[config.mk]
export PLATFORM = sky130hd
export DESIGN_NAME = load_store_unit
export DESIGN_NICKNAME = d
export VERILOG_FILES = /design/src/rtl/lsu_pkg.sv /design/src/rtl/lsu_align.sv /design/src/rtl/load_store_unit.sv
export SDC_FILE = /design/constraint.sdc
export NUM_CORES = 1
export LEC_CHECK = 0
export CORE_UTILIZATION = 35
export CTS_BUF_LIST = sky130_fd_sc_hd__clkbuf_16
export DETAILED_ROUTE_END_ITERATION = 6
export GPL_TIMING_DRIVEN = 1
export SLEW_MARGIN = 30
export SYNTH_ARGS = -nofsm -noshare
export SYNTH_HDL_FRONTEND = slang
export SYNTH_SLANG_ARGS = --single-unit
[constraint.sdc]
create_clock -name clk -period 3.74 [get_ports clk]
set_input_delay 0.561 -clock clk [delete_from_list [all_inputs] [get_ports clk]]
set_output_delay 0.561 -clock clk [all_outputs]
set_load 0.01 [all_outputs]
[src/rtl/lsu_pkg.sv]
// Shared definitions for the load/store unit: RV32I funct3 codes, FSM state
// encoding, timeout defaults and a funct3 legality helper.
package lsu_pkg;

   localparam logic [2:0] F3_B  = 3'b000;
   localparam logic [2:0] F3_H  = 3'b001;
   localparam logic [2:0] F3_W  = 3'b010;
   localparam logic [2:0] F3_BU = 3'b100;
   localparam logic [2:0] F3_HU = 3'b101;

   localparam int TIMEOUT_CYCLES_DEF = 16;
   localparam int CNT_W              = 8;

   typedef enum logic [1:0] {
      IDLE = 2'd0,
      REQ  = 2'd1,
      WAIT = 2'd2,
      RESP = 2'd3
   } lsu_state_t;

   function automatic logic f3_legal(input logic we, input logic [2:0] f3);
      if (we) begin
         return (f3 == F3_B) || (f3 == F3_H) || (f3 == F3_W);
      end
      return (f3 == F3_B) || (f3 == F3_H) || (f3 == F3_W) ||
             (f3 == F3_BU) || (f3 == F3_HU);
   endfunction

endpackage

[src/rtl/lsu_align.sv]
// Combinational lane logic: byte enables, store-data replication, load
// extraction/extension and the misalign flag (only when LSU_MISALIGN_EN is defined).
module lsu_align
   import lsu_pkg::*;
(
   input  logic        i_we,
   input  logic [2:0]  i_funct3,
   input  logic [1:0]  i_addr_lo,
   input  logic [31:0] i_wdata,
   input  logic [31:0] i_rdata,
   output logic [3:0]  o_be,
   output logic [31:0] o_wdata,
   output logic [31:0] o_rdata,
   output logic        o_illegal,
   output logic        o_misalign
);

   logic [7:0]  w_byte;
   logic [15:0] w_half;

   always_comb begin
      o_be    = 4'b1111;
      o_wdata = i_wdata;
      if (i_we) begin
         case (i_funct3[1:0])
            2'b00: begin
               o_be    = 4'b0001 << i_addr_lo;
               o_wdata = {4{i_wdata[7:0]}};
            end
            2'b01: begin
               o_be    = i_addr_lo[1] ? 4'b1100 : 4'b0011;
               o_wdata = {2{i_wdata[15:0]}};
            end
            default: begin
               o_be    = 4'b1111;
               o_wdata = i_wdata;
            end
         endcase
      end
   end

   always_comb begin
      case (i_addr_lo)
         2'd0:    w_byte = i_rdata[7:0];
         2'd1:    w_byte = i_rdata[15:8];
         2'd2:    w_byte = i_rdata[23:16];
         default: w_byte = i_rdata[31:24];
      endcase
      // Halfword lane depends on addr[1] only; addr[0] is a misalign concern.
      w_half = i_addr_lo[1] ? i_rdata[31:16] : i_rdata[15:0];
   end

   always_comb begin
      case (i_funct3)
         F3_B:    o_rdata = {{24{w_byte[7]}}, w_byte};
         F3_BU:   o_rdata = {24'd0, w_byte};
         F3_H:    o_rdata = {{16{w_half[15]}}, w_half};
         F3_HU:   o_rdata = {16'd0, w_half};
         default: o_rdata = i_rdata;
      endcase
   end

   assign o_illegal = ~f3_legal(i_we, i_funct3);

`ifdef LSU_MISALIGN_EN
   assign o_misalign = ((i_funct3[1:0] == 2'b01) && i_addr_lo[0]) ||
                       ((i_funct3[1:0] == 2'b10) && (i_addr_lo != 2'b00));
`else
   assign o_misalign = 1'b0;
`endif

endmodule

[src/rtl/load_store_unit.sv]
// Multi-cycle RV32I load/store stage with req/gnt/rvalid memory port and
// access timeout. Optional misalign trapping via LSU_MISALIGN_EN.
module load_store_unit
   import lsu_pkg::*;
#(
   parameter int ADDR_W         = 32,
   parameter int TIMEOUT_CYCLES = TIMEOUT_CYCLES_DEF
) (
   input  logic              clk,
   input  logic              rst,
   input  logic              req_valid,
   output logic              req_ready,
   input  logic              req_we,
   input  logic [2:0]        req_funct3,
   input  logic [ADDR_W-1:0] req_addr,
   input  logic [31:0]       req_wdata,
   output logic              stall,
   output logic              resp_valid,
   output logic [31:0]       resp_rdata,
   output logic              resp_err,
   output logic              resp_misalign,
   output logic              mem_req,
   output logic              mem_we,
   output logic [ADDR_W-1:0] mem_addr,
   output logic [3:0]        mem_be,
   output logic [31:0]       mem_wdata,
   input  logic              mem_gnt,
   input  logic              mem_rvalid,
   input  logic [31:0]       mem_rdata,
   output logic [1:0]        o_dbg_state
);

   localparam logic [CNT_W-1:0] LP_CNT_LAST = CNT_W'(TIMEOUT_CYCLES - 1);

   lsu_state_t        r_state, w_next;
   logic              r_we;
   logic [2:0]        r_funct3;
   logic [ADDR_W-1:0] r_addr;
   logic [31:0]       r_wdata;
   logic [CNT_W-1:0]  r_cnt;
   logic [31:0]       r_rdata;
   logic              r_err;
   logic              r_misalign;

   logic              w_accept, w_capture, w_timeout, w_cnt_hit;
   logic              w_sel_we;
   logic [2:0]        w_sel_f3;
   logic [1:0]        w_sel_lo;
   logic [31:0]       w_sel_wdata;
   logic [3:0]        w_be;
   logic [31:0]       w_wdata_rep, w_load_data;
   logic              w_illegal, w_misalign;
   logic              w_in_req;

   // One align instance: decodes the incoming request in IDLE, the latched one afterwards.
   assign w_sel_we    = (r_state == IDLE) ? req_we     : r_we;
   assign w_sel_f3    = (r_state == IDLE) ? req_funct3 : r_funct3;
   assign w_sel_lo    = (r_state == IDLE) ? req_addr[1:0] : r_addr[1:0];
   assign w_sel_wdata = (r_state == IDLE) ? req_wdata  : r_wdata;

   lsu_align u_align (
      .i_we       (w_sel_we),
      .i_funct3   (w_sel_f3),
      .i_addr_lo  (w_sel_lo),
      .i_wdata    (w_sel_wdata),
      .i_rdata    (mem_rdata),
      .o_be       (w_be),
      .o_wdata    (w_wdata_rep),
      .o_rdata    (w_load_data),
      .o_illegal  (w_illegal),
      .o_misalign (w_misalign)
   );

   // >= so a load granted on the last REQ cycle still times out in WAIT.
   assign w_cnt_hit = (r_cnt >= LP_CNT_LAST);

   always_comb begin
      w_next    = r_state;
      w_accept  = 1'b0;
      w_capture = 1'b0;
      w_timeout = 1'b0;
      case (r_state)
         IDLE: begin
            if (req_valid) begin
               w_accept = 1'b1;
               w_next   = (w_illegal || w_misalign) ? RESP : REQ;
            end
         end
         REQ: begin
            if (mem_gnt) begin
               w_next = r_we ? RESP : WAIT;
            end else if (w_cnt_hit) begin
               w_next    = RESP;
               w_timeout = 1'b1;
            end
         end
         WAIT: begin
            if (mem_rvalid) begin
               w_next    = RESP;
               w_capture = 1'b1;
            end else if (w_cnt_hit) begin
               w_next    = RESP;
               w_timeout = 1'b1;
            end
         end
         RESP: begin
            w_next = IDLE;
         end
         default: begin
            w_next = IDLE;
         end
      endcase
   end

   always_ff @(posedge clk or negedge rst) begin
      if (!rst) begin
         r_state    <= IDLE;
         r_we       <= 1'b0;
         r_funct3   <= 3'd0;
         r_addr     <= '0;
         r_wdata    <= 32'd0;
         r_cnt      <= '0;
         r_rdata    <= 32'd0;
         r_err      <= 1'b0;
         r_misalign <= 1'b0;
      end else begin
         r_state <= w_next;
         if (w_accept) begin
            r_we       <= req_we;
            r_funct3   <= req_funct3;
            r_addr     <= req_addr;
            r_wdata    <= req_wdata;
            r_cnt      <= '0;
            r_rdata    <= 32'd0;
            r_err      <= w_illegal | w_misalign;
            r_misalign <= w_misalign & ~w_illegal;
         end
         if ((r_state == REQ) || (r_state == WAIT)) begin
            r_cnt <= r_cnt + 1'b1;
         end
         if (w_timeout) begin
            r_err <= 1'b1;
         end
         if (w_capture) begin
            r_rdata <= w_load_data;
         end
      end
   end

   assign w_in_req = (r_state == REQ);

   assign req_ready     = (r_state == IDLE);
   assign resp_valid    = (r_state == RESP);
   assign resp_rdata    = resp_valid ? r_rdata : 32'd0;
   assign resp_err      = resp_valid & r_err;
   assign resp_misalign = resp_valid & r_misalign;
   // Gated by rst so the pipeline is released immediately while reset is held.
   assign stall         = req_valid & ~resp_valid & rst;

   assign mem_req   = w_in_req;
   assign mem_we    = w_in_req & r_we;
   assign mem_addr  = w_in_req ? {r_addr[ADDR_W-1:2], 2'b00} : '0;
   assign mem_be    = w_in_req ? w_be : 4'b0000;
   assign mem_wdata = w_in_req ? w_wdata_rep : 32'd0;

   assign o_dbg_state = r_state;

endmodule

==> results.toml <==
[status]
status = "completed"

[floorplanning]
die_area_mm2 = 0.0185
core_area_mm2 = 0.0174
die_h_um = 136
start_util_pct = 36.2
io_pins = 214
rows = 48
dieWidth_um = 136

[worst_setup_path]
cp.arrival_ps = 3040
required_ps = 3180
path_cells = "inv_1, ha_4, buf_12, inv_2, a21oi_2, nand2_1, a21boi_0, clkdlybuf4s50_1"
critPathBufInv = 4
path_delay_family = "buffers and inverters"
path_class = "reg -> out"
cpPeakStageDelay_ps = 610
cp_max_fo = 37
worstSetupStartpointType = "flip-flop"
endpoint_kind = "output pin"
slowest_stage = "clkdlybuf4s50_1"

[final_layout]
fill_cells = 1602
fin_nets = 921
final_common_cell = "clkdlybuf4s50_1"
final_cell_count_no_fill = 1040
finish.utilization_pct = 51.5
diodes = 0
area_growth_pct = 42.2
layout_common_cells = "clkdlybuf4s50_1 (209), dfrtp_1 (111), nand2_1 (77), mux2_2 (69), and2_1 (67)"
drive_above_1_share_pct = 14.8

[sta]
drv_slew = 0
worst_clock_skew_ps = 8.15
setup_tns_ps = 0
max_freq_ghz = 0.278
slew_headroom_pct = 60.3
hold_slack_ps = 298
hold_viol = 0
min_period_ps = 3600
rsz0062_at_grt = "no"
setup_ws_ps = 140
worst_pin_slew_ps = 596
min_period_over_period_pct = 96.3
setup_violations = 0

[yosys]
yosys.area_share.adder_pct = 0.993
synth_seq_area_share_pct = 44.1
synth-simple-area-share_pct = 19.2
synth_top_family_by_area = "multiplexers"
synthArstFlopShare_pct = 100
synthFlopType = "dfrtp_1"
synth_compound_area_share_pct = 12.1
ys_types = 58
synth_edf_count = 0
yosys-mux-area-fraction_pct = 19.8
yosys.area_share.xor_xnor_pct = 0.139
synthCells = 607
yosysWarnings = 0
syn_area_mm2 = 0.00630
syn_avg_cell_area_um2 = 10.4
ys_ff_latch = 111

[placed_design]
gp_congestion = 0.883
dp.cells = 1024
post-place-ws_ps = 346
dp_hpwl_um = 14100
port_buffers = 210

[routing]
avgViaCountPerCell = 5.31
drcViolationCount = 0
vias = 5522
ant_nets = 0
wl_per_cell_um = 18.5
drt_pass1_iterations = 4
drt_iter0_markers = 284
routed_wl_um = 19300

[clocking]
cts.path.max_buffers = 2
clk_pin_slew_ps = 70
cts_made_buffers = 9
cts-root-buf = "clkbuf_16"
htree_num_levels = 3
worstSkewPairLatency_ps = 360
cts_tree = "yes"
ctsHoldBuffers = 0
cts_sinks = 111

[global_routing]
antenna_found_initial = 0
global_route.usage.total_pct = 21.2
grt_overflow_total = 0
grt_max_degree = 78
grt_pass1_wl_um = 30200
grt_pass1_vias = 5707

[power_and_ir_drop]
power_density_mw_per_mm2 = 811
vdd_ir_drop_max_v = 0.000486
p_leak_nw = 3.81

[flow_run]
cap_viol_max_count = 0

[worst_hold_path]
hp-class = "in -> async"
## where the power goes
group          internal, mW  switching, mW  leakage [nW]
clock                 0.448          0.449         0.134
combinational          2.18           2.07          2.31
sequential             1.77          0.349          1.37
## synthesized netlist by cell type, types with 3 or more instances
master / number / area share [%]
o221ai_1: 4 / 0.56
inv_1: 5 / 0.30
mux2i_1: 43 / 6.8
nor2_1: 24 / 1.4
dfrtp_1: 111 / 44
a21oi_1: 13 / 1.0
o21ai_0: 21 / 1.7
buf_6: 3 / 0.54
mux2_2: 69 / 12
buf_2: 15 / 1.2
o311a_1: 7 / 1.1
and2_1: 67 / 6.7
ha_1: 5 / 0.99
a21oi_2: 4 / 0.56
nand3_1: 12 / 0.95
nand2_1: 78 / 4.6
nand4_1: 4 / 0.40
clkbuf_1: 15 / 0.89
a22oi_1: 7 / 0.83
buf_4: 6 / 0.71
and3_1: 15 / 1.5
o211ai_1: 3 / 0.36
a21o_1: 3 / 0.36
nor4b_1: 3 / 0.42
nor2b_1: 12 / 1.2
a221o_1: 21 / 3.3
## per-layer routing
layer | wire length, um | global-route usage (%) | up-vias | share of wire, %
met5 | 0 | 0 | - | 0
met4 | 284 | 6.98 | 0 | 1.5
met3 | 1610 | 5.78 | 16 | 8.3
met2 | 9210 | 35.1 | 203 | 48
met1 | 8180 | 26.5 | 2735 | 42
li1 | - | - | 2568 | -
## cell type report
type | instances | area (um2) | share of cell area (%)
timing repair buffer | 230 | 2280 | 25.5
tap | 225 | 282 | 3.14
sequential | 111 | 2780 | 31.0
inverter | 6 | 22.5 | 0.251
clock buffer | 9 | 225 | 2.51
multi-input combinational | 453 | 3330 | 37.2
clock inverter | 6 | 38.8 | 0.433
## sequential cells by signal (all words and copies together), names as in the netlist
signal	cells
o_dbg_state	2
r_addr	32
r_cnt	8
r_err	1
r_funct3	3
r_rdata	32
r_wdata	32
r_we	1
## logic make-up (layout without fill, tap and decap cells)
family	after synthesis	after routing
AO/OA/AOI/OAI	99	99
XOR/XNOR	1	1
adder cells (fa/ha/maj)	5	5
buffers and inverters	45	251
flip-flops	111	111
multiplexers	114	114
other	1	3
AND/OR/NAND/NOR	231	231
## stage by stage
stage               power (mW)  instance area (um2)
global route              7.78                 8960
floorplan                 4.62                 6310
detailed placement        6.35                 8650
finish                    7.27                 8960
global placement          6.29                 8650
CTS                       7.31                 8920
## final timing paths
check | start | endpoint | slack, ps | cells after the start
max | o_dbg_state[0] | mem_be[2] | 140 | 8
min | rst | r_rdata[27] | 300 | 2
max reg2reg | o_dbg_state[0] | r_rdata[1] | 1290 | 8
min reg2reg | r_rdata[6] | r_rdata[6] | 480 | 2
max in group asynchronous | rst | r_cnt[5] | 2390 | 4
min in group clk | r_rdata[6] | r_rdata[6] | 480 | 2
## what timing repair did
item	in CTS	in global routing
pin swaps	0	1
resized for setup	1	0
buffers inserted	0	0
hold endpoints to repair	0	0
endpoints found under the setup margin	1	1
(Power assumes the default switching activity.)
